## src/rtl/dzline_uart.sv

```systemverilog
// DZ-style serial line: 8N1 transmitter and receiver sharing one runtime bit-time divisor.
// Each direction latches its own copy of the divisor at frame start, so the two never interact.
module dzline_uart #(
    parameter int DIVW  = 16,
    parameter int SYNCN = 2
) (
    input  logic            CLOCK,
    input  logic            RESET,
    input  logic [DIVW-1:0] divisor,
    input  logic [7:0]      tx_data,
    input  logic            tx_valid,
    output logic            tx_ready,
    output logic            txd,
    input  logic            rxd,
    output logic [7:0]      rx_data,
    output logic            rx_valid,
    input  logic            rx_ack,
    output logic            rx_overrun,
    output logic            rx_framerr
);

    localparam logic [DIVW-1:0] DMIN = DIVW'(4);
    localparam logic [DIVW-1:0] ONE  = DIVW'(1);

    logic [DIVW-1:0] d_eff;
    assign d_eff = (divisor < DMIN) ? DMIN : divisor;

    typedef enum logic [1:0] {TX_IDLE, TX_START, TX_DATA, TX_STOP} tx_state_t;

    tx_state_t       tx_state;
    logic [DIVW-1:0] tx_div;
    logic [DIVW-1:0] tx_cnt;
    logic [7:0]      tx_shift;
    logic [2:0]      tx_bit;
    logic            tx_go;

    assign tx_go = tx_valid & tx_ready;

    // tx_ready is registered and only ever high in IDLE or the last STOP cycle, so tx_go starts back-to-back frames too.
    always_ff @(posedge CLOCK) begin
        if (RESET) begin
            tx_state <= TX_IDLE;
            tx_div   <= '0;
            tx_cnt   <= '0;
            tx_shift <= '0;
            tx_bit   <= '0;
            txd      <= 1'b1;
            tx_ready <= 1'b1;
        end else if (tx_go) begin
            tx_state <= TX_START;
            tx_div   <= d_eff;
            tx_cnt   <= d_eff - ONE;
            tx_shift <= tx_data;
            tx_bit   <= '0;
            txd      <= 1'b0;
            tx_ready <= 1'b0;
        end else begin
            case (tx_state)
                TX_IDLE: begin
                    txd      <= 1'b1;
                    tx_ready <= 1'b1;
                end
                TX_START, TX_DATA: begin
                    if (tx_cnt == '0) begin
                        tx_cnt <= tx_div - ONE;
                        if (tx_state == TX_DATA && tx_bit == 3'd7) begin
                            tx_state <= TX_STOP;
                            txd      <= 1'b1;
                        end else begin
                            if (tx_state == TX_DATA) begin
                                tx_bit <= tx_bit + 3'd1;
                            end
                            tx_state <= TX_DATA;
                            txd      <= tx_shift[0];
                            tx_shift <= {1'b0, tx_shift[7:1]};
                        end
                    end else begin
                        tx_cnt <= tx_cnt - ONE;
                    end
                end
                TX_STOP: begin
                    if (tx_cnt == '0) begin
                        tx_state <= TX_IDLE;
                    end else begin
                        tx_cnt <= tx_cnt - ONE;
                        if (tx_cnt == ONE) begin
                            tx_ready <= 1'b1;
                        end
                    end
                end
            endcase
        end
    end

    typedef enum logic [2:0] {RX_IDLE, RX_START, RX_DATA, RX_STOP, RX_BREAK} rx_state_t;

    logic [SYNCN-1:0] rx_sync;
    logic             rs;
    logic             rs_prev;
    rx_state_t        rx_state;
    logic [DIVW-1:0]  rx_div;
    logic [DIVW-1:0]  rx_cnt;
    logic [7:0]       rx_shift;
    logic [2:0]       rx_bit;

    assign rs = rx_sync[SYNCN-1];

    always_ff @(posedge CLOCK) begin
        if (RESET) begin
            rx_sync <= '1;
            rs_prev <= 1'b1;
        end else begin
            rx_sync <= {rx_sync[SYNCN-2:0], rxd};
            rs_prev <= rs;
        end
    end

    // Samples land mid-bit: first at D/2 into the start bit, then every D cycles through the stop bit.
    always_ff @(posedge CLOCK) begin
        if (RESET) begin
            rx_state   <= RX_IDLE;
            rx_div     <= '0;
            rx_cnt     <= '0;
            rx_shift   <= '0;
            rx_bit     <= '0;
            rx_data    <= '0;
            rx_valid   <= 1'b0;
            rx_overrun <= 1'b0;
            rx_framerr <= 1'b0;
        end else begin
            rx_framerr <= 1'b0;
            if (rx_ack && rx_valid) begin
                rx_valid   <= 1'b0;
                rx_overrun <= 1'b0;
            end
            case (rx_state)
                RX_IDLE: begin
                    if (!rs && rs_prev) begin
                        rx_state <= RX_START;
                        rx_div   <= d_eff;
                        rx_cnt   <= (d_eff >> 1) - ONE;
                    end
                end
                RX_START: begin
                    if (rx_cnt == '0) begin
                        rx_state <= rs ? RX_IDLE : RX_DATA;
                        rx_cnt   <= rx_div - ONE;
                        rx_bit   <= '0;
                    end else begin
                        rx_cnt <= rx_cnt - ONE;
                    end
                end
                RX_DATA: begin
                    if (rx_cnt == '0) begin
                        rx_shift <= {rs, rx_shift[7:1]};
                        rx_cnt   <= rx_div - ONE;
                        if (rx_bit == 3'd7) begin
                            rx_state <= RX_STOP;
                        end else begin
                            rx_bit <= rx_bit + 3'd1;
                        end
                    end else begin
                        rx_cnt <= rx_cnt - ONE;
                    end
                end
                RX_STOP: begin
                    if (rx_cnt == '0) begin
                        if (rs) begin
                            rx_state <= RX_IDLE;
                            if (!rx_valid || rx_ack) begin
                                rx_data  <= rx_shift;
                                rx_valid <= 1'b1;
                            end else begin
                                rx_overrun <= 1'b1;
                            end
                        end else begin
                            rx_state   <= RX_BREAK;
                            rx_framerr <= 1'b1;
                        end
                    end else begin
                        rx_cnt <= rx_cnt - ONE;
                    end
                end
                RX_BREAK: begin
                    if (rs) begin
                        rx_state <= RX_IDLE;
                    end
                end
                default: rx_state <= RX_IDLE;
            endcase
        end
    end

endmodule

```

## config.mk

```make
export PLATFORM = sky130hd
export DESIGN_NAME = dzline_uart
export DESIGN_NICKNAME = d
export VERILOG_FILES = /design/src/rtl/dzline_uart.sv
export SDC_FILE = /design/constraint.sdc
export NUM_CORES = 1
export LEC_CHECK = 0
export CAP_MARGIN = 10
export CORE_MARGIN = 3
export CORE_UTILIZATION = 50
export CTS_CLUSTER_DIAMETER = 150
export CTS_CLUSTER_SIZE = 16
export DETAILED_ROUTE_END_ITERATION = 8
export DONT_BUFFER_PORTS = 1
export PLACE_DENSITY_LB_ADDON = 0.12
export SETUP_SLACK_MARGIN = 0.5
export SLEW_MARGIN = 20
export SYNTH_ARGS = -nofsm -noshare
export SYNTH_HDL_FRONTEND = slang
export SYNTH_SLANG_ARGS = --single-unit
```

## constraint.sdc

```tcl
create_clock -name CLOCK -period 3.3 [get_ports CLOCK]
set_input_delay 0.66 -clock CLOCK [delete_from_list [all_inputs] [get_ports CLOCK]]
set_output_delay 0.66 -clock CLOCK [all_outputs]
set_load 0.005 [all_outputs]
```

==> results of run 1 <==
per-stage QoR:
step	setup slack, ns	instances
2_1_floorplan	0.519	823
3_3_place_gp	0.374	952
3_5_place_dp	0.182	952
4_1_cts	0.534	968
5_1_grt	0.499	969
6_report	0.601	969
power by group:
| part | leakage, nW | internal (mW) | switching [mW] | total, mW |
|---|---|---|---|---|
| sequential | 0.875 | 1.37 | 0.102 | 1.47 |
| combinational | 1.59 | 0.322 | 0.466 | 0.788 |
| clock | 0.157 | 0.667 | 0.487 | 1.15 |
registers in the layout (all words and copies together), names as in the netlist, 8 cells and up:
register and cells:
rx_cnt 16, tx_shift 8, rx_shift 8, tx_div 16
rx_div 16, tx_cnt 16, rx_data 8
synthesized netlist by cell type (8+ instances only):
cell type | number | area [sq um]
nor4_1 | 23 | 144
nand2b_1 | 9 | 56.3
nor3_1 | 36 | 180
nand4_1 | 9 | 56.3
o21ai_1 | 8 | 40.0
inv_1 | 17 | 63.8
ha_1 | 16 | 200
xor2_1 | 41 | 359
dfxtp_1 | 107 | 2140
xnor2_1 | 23 | 201
nand2_1 | 111 | 417
a211oi_1 | 8 | 60.1
nor2_1 | 79 | 297
clkbuf_1 | 40 | 150
o22ai_1 | 14 | 87.6
mux2i_1 | 23 | 230
o21ai_0 | 34 | 170
a21oi_1 | 90 | 450
or3_1 | 10 | 62.6
nand3_1 | 12 | 60.1
repair_timing:
item / CTS / global route
gates resized for setup: 0 / 4
setup endpoints to repair: 0 / 14
hold endpoints to repair: 0 / 0
setup buffers: 0 / 1
worst max-delay path by stage:
stage	start	to	slack (ns)	cells past startpoint
floorplan	divisor[8]	tx_cnt[9]$_SDFFE_PP0P_	0.52	12
global placement	divisor[10]	tx_cnt[9]$_SDFFE_PP0P_	0.37	9
detailed placement	divisor[10]	tx_cnt[9]$_SDFFE_PP0P_	0.18	9
CTS	divisor[10]	tx_cnt[9]$_SDFFE_PP0P_	0.53	9
global route	rx_cnt[0]$_SDFFE_PP0P_	rx_cnt[2]$_SDFFE_PP0P_	0.50	8
finish	rx_cnt[0]$_SDFFE_PP0P_	rx_cnt[2]$_SDFFE_PP0P_	0.60	8
placed cells by master, fill, tap and decap left out, drive strengths merged, types with 7 or more instances in the layout:
| cell type | n |
|---|---|
| or2 | 7 |
| o22ai | 14 |
| nand2b | 9 |
| nand4 | 10 |
| nor4 | 26 |
| or3 | 12 |
| inv | 18 |
| a21oi | 91 |
| xnor2 | 23 |
| mux2i | 23 |
| or4 | 7 |
| a211oi | 10 |
| o21ai | 42 |
| nor3 | 37 |
| nand2 | 112 |
| xor2 | 41 |
| ha | 16 |
| dfxtp | 107 |
| buf | 14 |
| clkbuf | 10 |
| nand3 | 14 |
| nor2 | 79 |
per-layer routing:
layer | share of wire [%] | global-route usage [%] | vias to the layer above | routed length [um]
li1 | - | - | 2897 | -
met1 | 44 | 31.7 | 2829 | 7720
met2 | 48 | 40.8 | 194 | 8390
met3 | 5.2 | 4.84 | 41 | 912
met4 | 3.1 | 8.76 | 0 | 545
met5 | 0 | 0 | - | 0
final cells by class:
type                            instances  area (sq um)  area share, %
Clock buffer                           10           229           3.34
Clock inverter                          6          87.6           1.28
Inverter                               17          63.8          0.929
Multi-Input combinational cell        647          4030           58.7
Sequential cell                       107          2140           31.2
Tap cell                              168           210           3.06
Timing Repair Buffer                   14           105           1.53
worst max-delay path: stages, from the launching register on:
cell and delay, ns:
dfxtp_1 0.34, inv_1 0.14, ha_1 0.23, nor4b_4 0.29, nand3_1 0.26, or4_1 0.62, o31ai_1 0.33, o32ai_1 0.11
a32o_1 0.26
cell families after synthesis:
logic type / count (synthesis) / share of synthesized area, %
multiplexers: 24 / 3.77
flip-flops: 107 / 33.4
AO/OA/AOI/OAI: 203 / 19.4
buffers and inverters: 69 / 4.51
adder cells (fa/ha/maj): 16 / 3.12
AND/OR/NAND/NOR: 340 / 27.0
XOR/XNOR: 64 / 8.75
==> results summary, run 1 <==
After detailed routing, the number of vias per cell comes to 6.15. Counting every instance in the synthesized netlist gives 823. The worst register-to-register path begins at rx_cnt[0]$_SDFFE_PP0P_. The average routed wire per standard cell came out at 18.1 um.

Clock-pin slew was measured on the worst setup and hold paths at 0.07 ns. The mean cell area of the mapped netlist is 7.78 sq um. The overall die height is 119 um. The relative max-transition margin is 32.9%.

Of the synthesized area, sequential elements account for 33.4%. The placer's final routability congestion estimate is 0.955. The setup slack on the worst flop-to-flop path came out at 0.60 ns. The worst hold path begins at RESET. For this design, the sink count on the clock tree is 107. The total congestion overflow came out at 0. Clock tree synthesis inserted a total of 9 buffers.

The measured slew at the worst slew-check pin came out at 0.997 ns. The setup violation total in the final timing report is 0. The max-slew violation total from the final report is 0. The yosys synthesis warning count came out at 0. The most instantiated flip-flop cell in the synthesis netlist is dfxtp_1. The endpoint identified for the worst register-to-register timing path is rx_cnt[2]$_SDFFE_PP0P_.

For this block, the initial DRC count from the detailed router was 479. For this run, the post-layout net count is 841. The fraction of final layout cells with drive strength greater than 1 came out at 8.24%. The area of the core is 12300 sq um. The sort of element at the end of the critical path is a flop.

The flow ran to the end, and the final reports show no timing, DRC or antenna violations. The count of standard-cell rows is 40. The setup total negative slack came out at 0 ns. Synthesis produced a netlist with a net count of 868. At the worst endpoint, the required time is 3.54 ns.

After layout, the worst path uses 81.8% of the clock period. Synthesis instantiated 72 different standard cells from the library. The number of search-and-repair iterations in the first detailed-routing pass is 5.

The number of global-route vias before repair came out at 5563. The worst hold path cell count is 1. Setup repair after global routing left no endpoint under its margin. The post-route worst hold slack is 0.377 ns. The TritonCTS clock tree is built. The completed layout was analyzed and its total power is 3.41 mW. Across every metal layer, demand over resource in global routing totals 24.6%. The final number of hold-violating endpoints came out at 0. The number of filler instances in the final layout is 1138. The analysis attributes to cell leakage a power of 2.62 nW. The signed area change from the synthesized netlist to the final layout is 7.17%.

The routed wire length came out at 17.6 mm. Of all flip-flops after synthesis, the portion carrying an async set or reset was 0%. The worst setup path is launched from a flop. The quantity of hold-fixing buffers added after cts came out at 0. The worst-case IR drop observed on VDD is 280 uV. Once detail routing completed, the nets flagged for antenna violations numbered 0. The post-route cell area came out at 6870 sq um.

Summed over all nets, the half-perimeter wirelength after detailed placement is 12.6 mm. In this run the worst hold path is classified as input pin to flop. After detailed routing, the number of remaining DRC violations is 0. The final critical delay including setup and external delays is 2.70 ns. The number of antenna repair diodes is 0.

Input and output buffers added on the ports amount to 0. The tree is rooted in a clkbuf_16. At the later pin of the worst-skew pair, clock insertion delay measures 0.35 ns. The overall via count from detail_route came out at 5961.

The number of levels in the clock H-tree is 3. The maximum fanout along the worst path came out at 5. Summing all placed instances gives a cell area of 6520 sq um.

Max-cap violations in this run came to 0. The number of enable-type register cells in the synthesized netlist came out at 0. The power density over the cells is 497 nW/um^2. The logic depth of the worst register-to-register path came out at 8. On the final layout, the worst clock skew is 0.00766 ns. Entering global routing, the biggest net connects 78 pins.

The count of state elements after synthesis came out at 107. Measured along the x axis, the die boundary spans 119 um. The I/O pin total is 42. The initial antenna violation count came to 0. The clock tree buffer depth came out at 2. The wire length of the first global-routing pass came out at 28.7 mm. The synthesized netlist occupies a cell area of 6410 sq um. The floorplan die area is 14200 sq um. For this configuration, the core starts out at a cell density of 52.2%. The maximum clock frequency is 0.370 GHz. The critical path class is flop to flop. The arrival time reported for the critical path endpoint is 2.94 ns. The end-of-flow core utilization is 56.0%. The worst hold path terminates at rx_cnt[12]$_SDFFE_PP0P_.
Power figures use the tool's default switching activity.
==> run 2, diff against run 1 <==
==> constraint.sdc (replaced) <==
create_clock -name CLOCK -period 2.25 [get_ports CLOCK]
set_input_delay 0.45 -clock CLOCK [delete_from_list [all_inputs] [get_ports CLOCK]]
set_output_delay 0.45 -clock CLOCK [all_outputs]
set_load 0.005 [all_outputs]
==> results summary, run 2 (synthesis gave the netlist of run 1 again) <==
The run finished with clean final reports. The relative max-transition margin came out at 63.2%. Wires add up to 22.0 mm.

The total DRC errors in the routed layout is 0. The max-slew violation total from the final report came out at 0. The critical path class is flop to flop.

The worst hold path begins at RESET. The placer's final routability congestion estimate came out at 0.931. The total congestion overflow came out at 0. The placed instances occupy a cell area of 7320 sq um.

The library cell used most frequently in the layout, excluding fill and tap cells, is dfxtp_1. The HPWL after detailed placement is 14.1 mm. Once layout is done, the placed cells without fillers occupy 9010 sq um.

The sort of element at the start of the critical path is a flop. The measured slew at the worst slew-check pin came out at 0.547 ns. The worst IR drop on VDD is 404 uV. The end-of-flow core utilization is 73.5%.

The overall die height came out at 119 um. The number of antenna repair diodes came out at 0. The TritonCTS clock tree is built.

The signed area change from the synthesized netlist to the final layout came out at 40.6%. The initial antenna violation count is 0. Dividing the detail-routed via count by the number of cells gives 6.21. Data on the critical path arrives at its endpoint at 2.46 ns. The final worst slack is 0.0602 ns. The path class of the tightest hold or removal check is input pin to flop. The number of levels in the clock H-tree is 3. The beginning of the worst register-to-register path is rx_cnt[1]$_SDFFE_PP0P_. The logic depth of the worst register-to-register path is 9. In this run, the number of DRC markers left after iteration 0 of detailed routing was 669. The average routed wire per standard cell is 20.2 um.

Once the floorplan was initialized, standard cells occupied 52.2% of the core. At the worst endpoint, the required time is 2.52 ns. The clock transition at the registers of the reported paths is 0.09 ns. The number of global-route vias before repair came to 6363. Grouping stages by cell kind, the critical path spends the most delay in simple AND/OR/NAND/NOR gates.

In the layout the commonest cells are 98 x dfxtp_1, 95 x buf_4, 88 x nand2_1, 69 x nor2_1, 67 x a21oi_1. For this design the top-level I/O count stands at 42. In this run the horizontal extent of the chip is 119 um. The total leakage power is 3.57 nW. Setup violations remaining at the end of the flow were counted as 0. The power density over the cells came out at 645 nW/um^2. The largest stage delay on the critical path is 0.48 ns. Based on the critical path, the design can be clocked at up to 0.457 GHz. The worst hold path terminates at tx_cnt[1]$_SDFFE_PP0P_. The combined buffer and inverter count along the critical path is 2. The TritonCTS buffer count is 9.

The worst hold path cell count is 1. Along the worst path, the maximum fanout reaches 2. The reported max-cap violation count is 0.

The worst setup path is captured at a flop. Among all stages on the critical path, the largest delay is contributed by or4_4. The final critical delay including setup and external delays came out at 2.19 ns. The quantity of hold-fixing buffers added after cts is 0. For this run, the total global-route usage over all layers was measured as 28.8%. Traced cell by cell, the critical path runs through inv_2 > ha_4 > nor4b_4 > nand3_2 > or4_4 > o31ai_4 > buf_4 > o32ai_2 > a32o_1. The count of standard-cell rows came out at 40. The number of sinks on the clock net came out at 107. The clock tree buffer depth is 2.

The area of the core is 12300 sq um. At the placement stage, the worst setup path has a slack of -0.105 ns. The fraction of final layout cells with drive strength greater than 1 is 37.0%. For this run, the post-layout net count is 964.

At the later pin of the worst-skew pair, clock insertion delay measures 0.37 ns. The maximum number of pins on one net before global-route repair is 78. The die covers 14200 sq um. The number of search-and-repair iterations in the first detailed-routing pass is 8.

The final number of hold-violating endpoints is 0. The overall via count from detail_route is 6780. Once detail routing completed, the nets flagged for antenna violations numbered 0. The setup slack on the worst flop-to-flop path is 0.06 ns.

Port buffering added 0 buffers. The cell at the root of the clock tree is clkbuf_16. The worst clock skew on the final layout is 0.0168 ns. The post-layout total power came out at 5.81 mW. The post-route clock period utilization is 97.3%. The number of filler instances in the final layout came out at 858. Setup repair after global routing could not meet its margin everywhere. In this run the critical register-to-register path is captured at rx_cnt[2]$_SDFFE_PP0P_.

The wire length of the first global-routing pass is 33.2 mm.
[run 2: changes by cell type in the layout (fill, tap and decap cells not counted), moves of 11 or more]
cell | previous run | this run
buf_4 | 14 | 95
nor3_1 | 36 | 22
buf_6 | 0 | 29
o21ai_0 | 34 | 17
a21oi_1 | 90 | 67
nor4_1 | 20 | 9
a21oi_2 | 1 | 22
nand2_1 | 111 | 88
nand2_4 | 0 | 17
[run 2: report_power, final]
| part | internal (mW) | leakage, nW | switching (mW) | total, mW |
|---|---|---|---|---|
| logic | 0.991 | 2.55 | 1.10 | 2.09 |
| registers | 2.01 | 0.879 | 0.136 | 2.14 |
| clock network | 0.804 | 0.139 | 0.773 | 1.58 |
[run 2: metal layers]
metal | share of wire [%] | global-route usage [%]
met1 | 40 | 35.8
met2 | 50 | 49.5
met3 | 5.6 | 4.75
met4 | 4.1 | 11.2
met5 | 0 | 0
[run 2: worst max-delay path by stage]
stage	endpoint	startpoint	cells past startpoint
4_1_cts	rx_cnt[2]$_SDFFE_PP0P_	rx_cnt[0]$_SDFFE_PP0P_	9
3_3_place_gp	rx_cnt[6]$_SDFFE_PP0P_	divisor[14]	10
6_report	rx_cnt[2]$_SDFFE_PP0P_	rx_cnt[1]$_SDFFE_PP0P_	9
5_1_grt	rx_cnt[15]$_SDFFE_PP0P_	rx_cnt[0]$_SDFFE_PP0P_	7
2_1_floorplan	tx_cnt[14]$_SDFFE_PP0P_	divisor[4]	10
3_5_place_dp	tx_cnt[14]$_SDFFE_PP0P_	divisor[14]	9
[run 2: area by class of cell]
class / instances / area [sq um] / area share (%)
Clock buffer: 10 / 239 / 2.65
Clock inverter: 6 / 55.1 / 0.611
Inverter: 17 / 63.8 / 0.708
Multi-Input combinational cell: 650 / 5060 / 56.1
Sequential cell: 107 / 2160 / 23.9
Tap cell: 168 / 210 / 2.33
Timing Repair Buffer: 134 / 1230 / 13.6
[run 2: worst register-to-register path, stage by stage, from the launching register on]
cell	delay, ns
dfxtp_2	0.33
inv_2	0.08
ha_4	0.14
nor4b_4	0.29
nand3_2	0.14
or4_4	0.48
o31ai_4	0.21
buf_4	0.15
o32ai_2	0.06
a32o_1	0.22
[run 2: metrics by stage]
stage / hold slack [ns] / std cells / TNS, ns
detailed placement: 0.404 / 1028 / -0.699
global route: 0.135 / 1092 / -0.132
CTS: 0.148 / 1078 / 0
global placement: 0.398 / 1028 / -0.325
finish: 0.152 / 1092 / 0
floorplan: 0.389 / 823 / -1.16
[run 2: timing repair]
| item | 4_1_cts | 5_1_grt |
|---|---|---|
| buffers inserted | 29 | 13 |
| gates resized for setup | 95 | 131 |
| gates cloned | 5 | 1 |
| setup endpoints to repair | 70 | 87 |
| pin swaps | 62 | 56 |
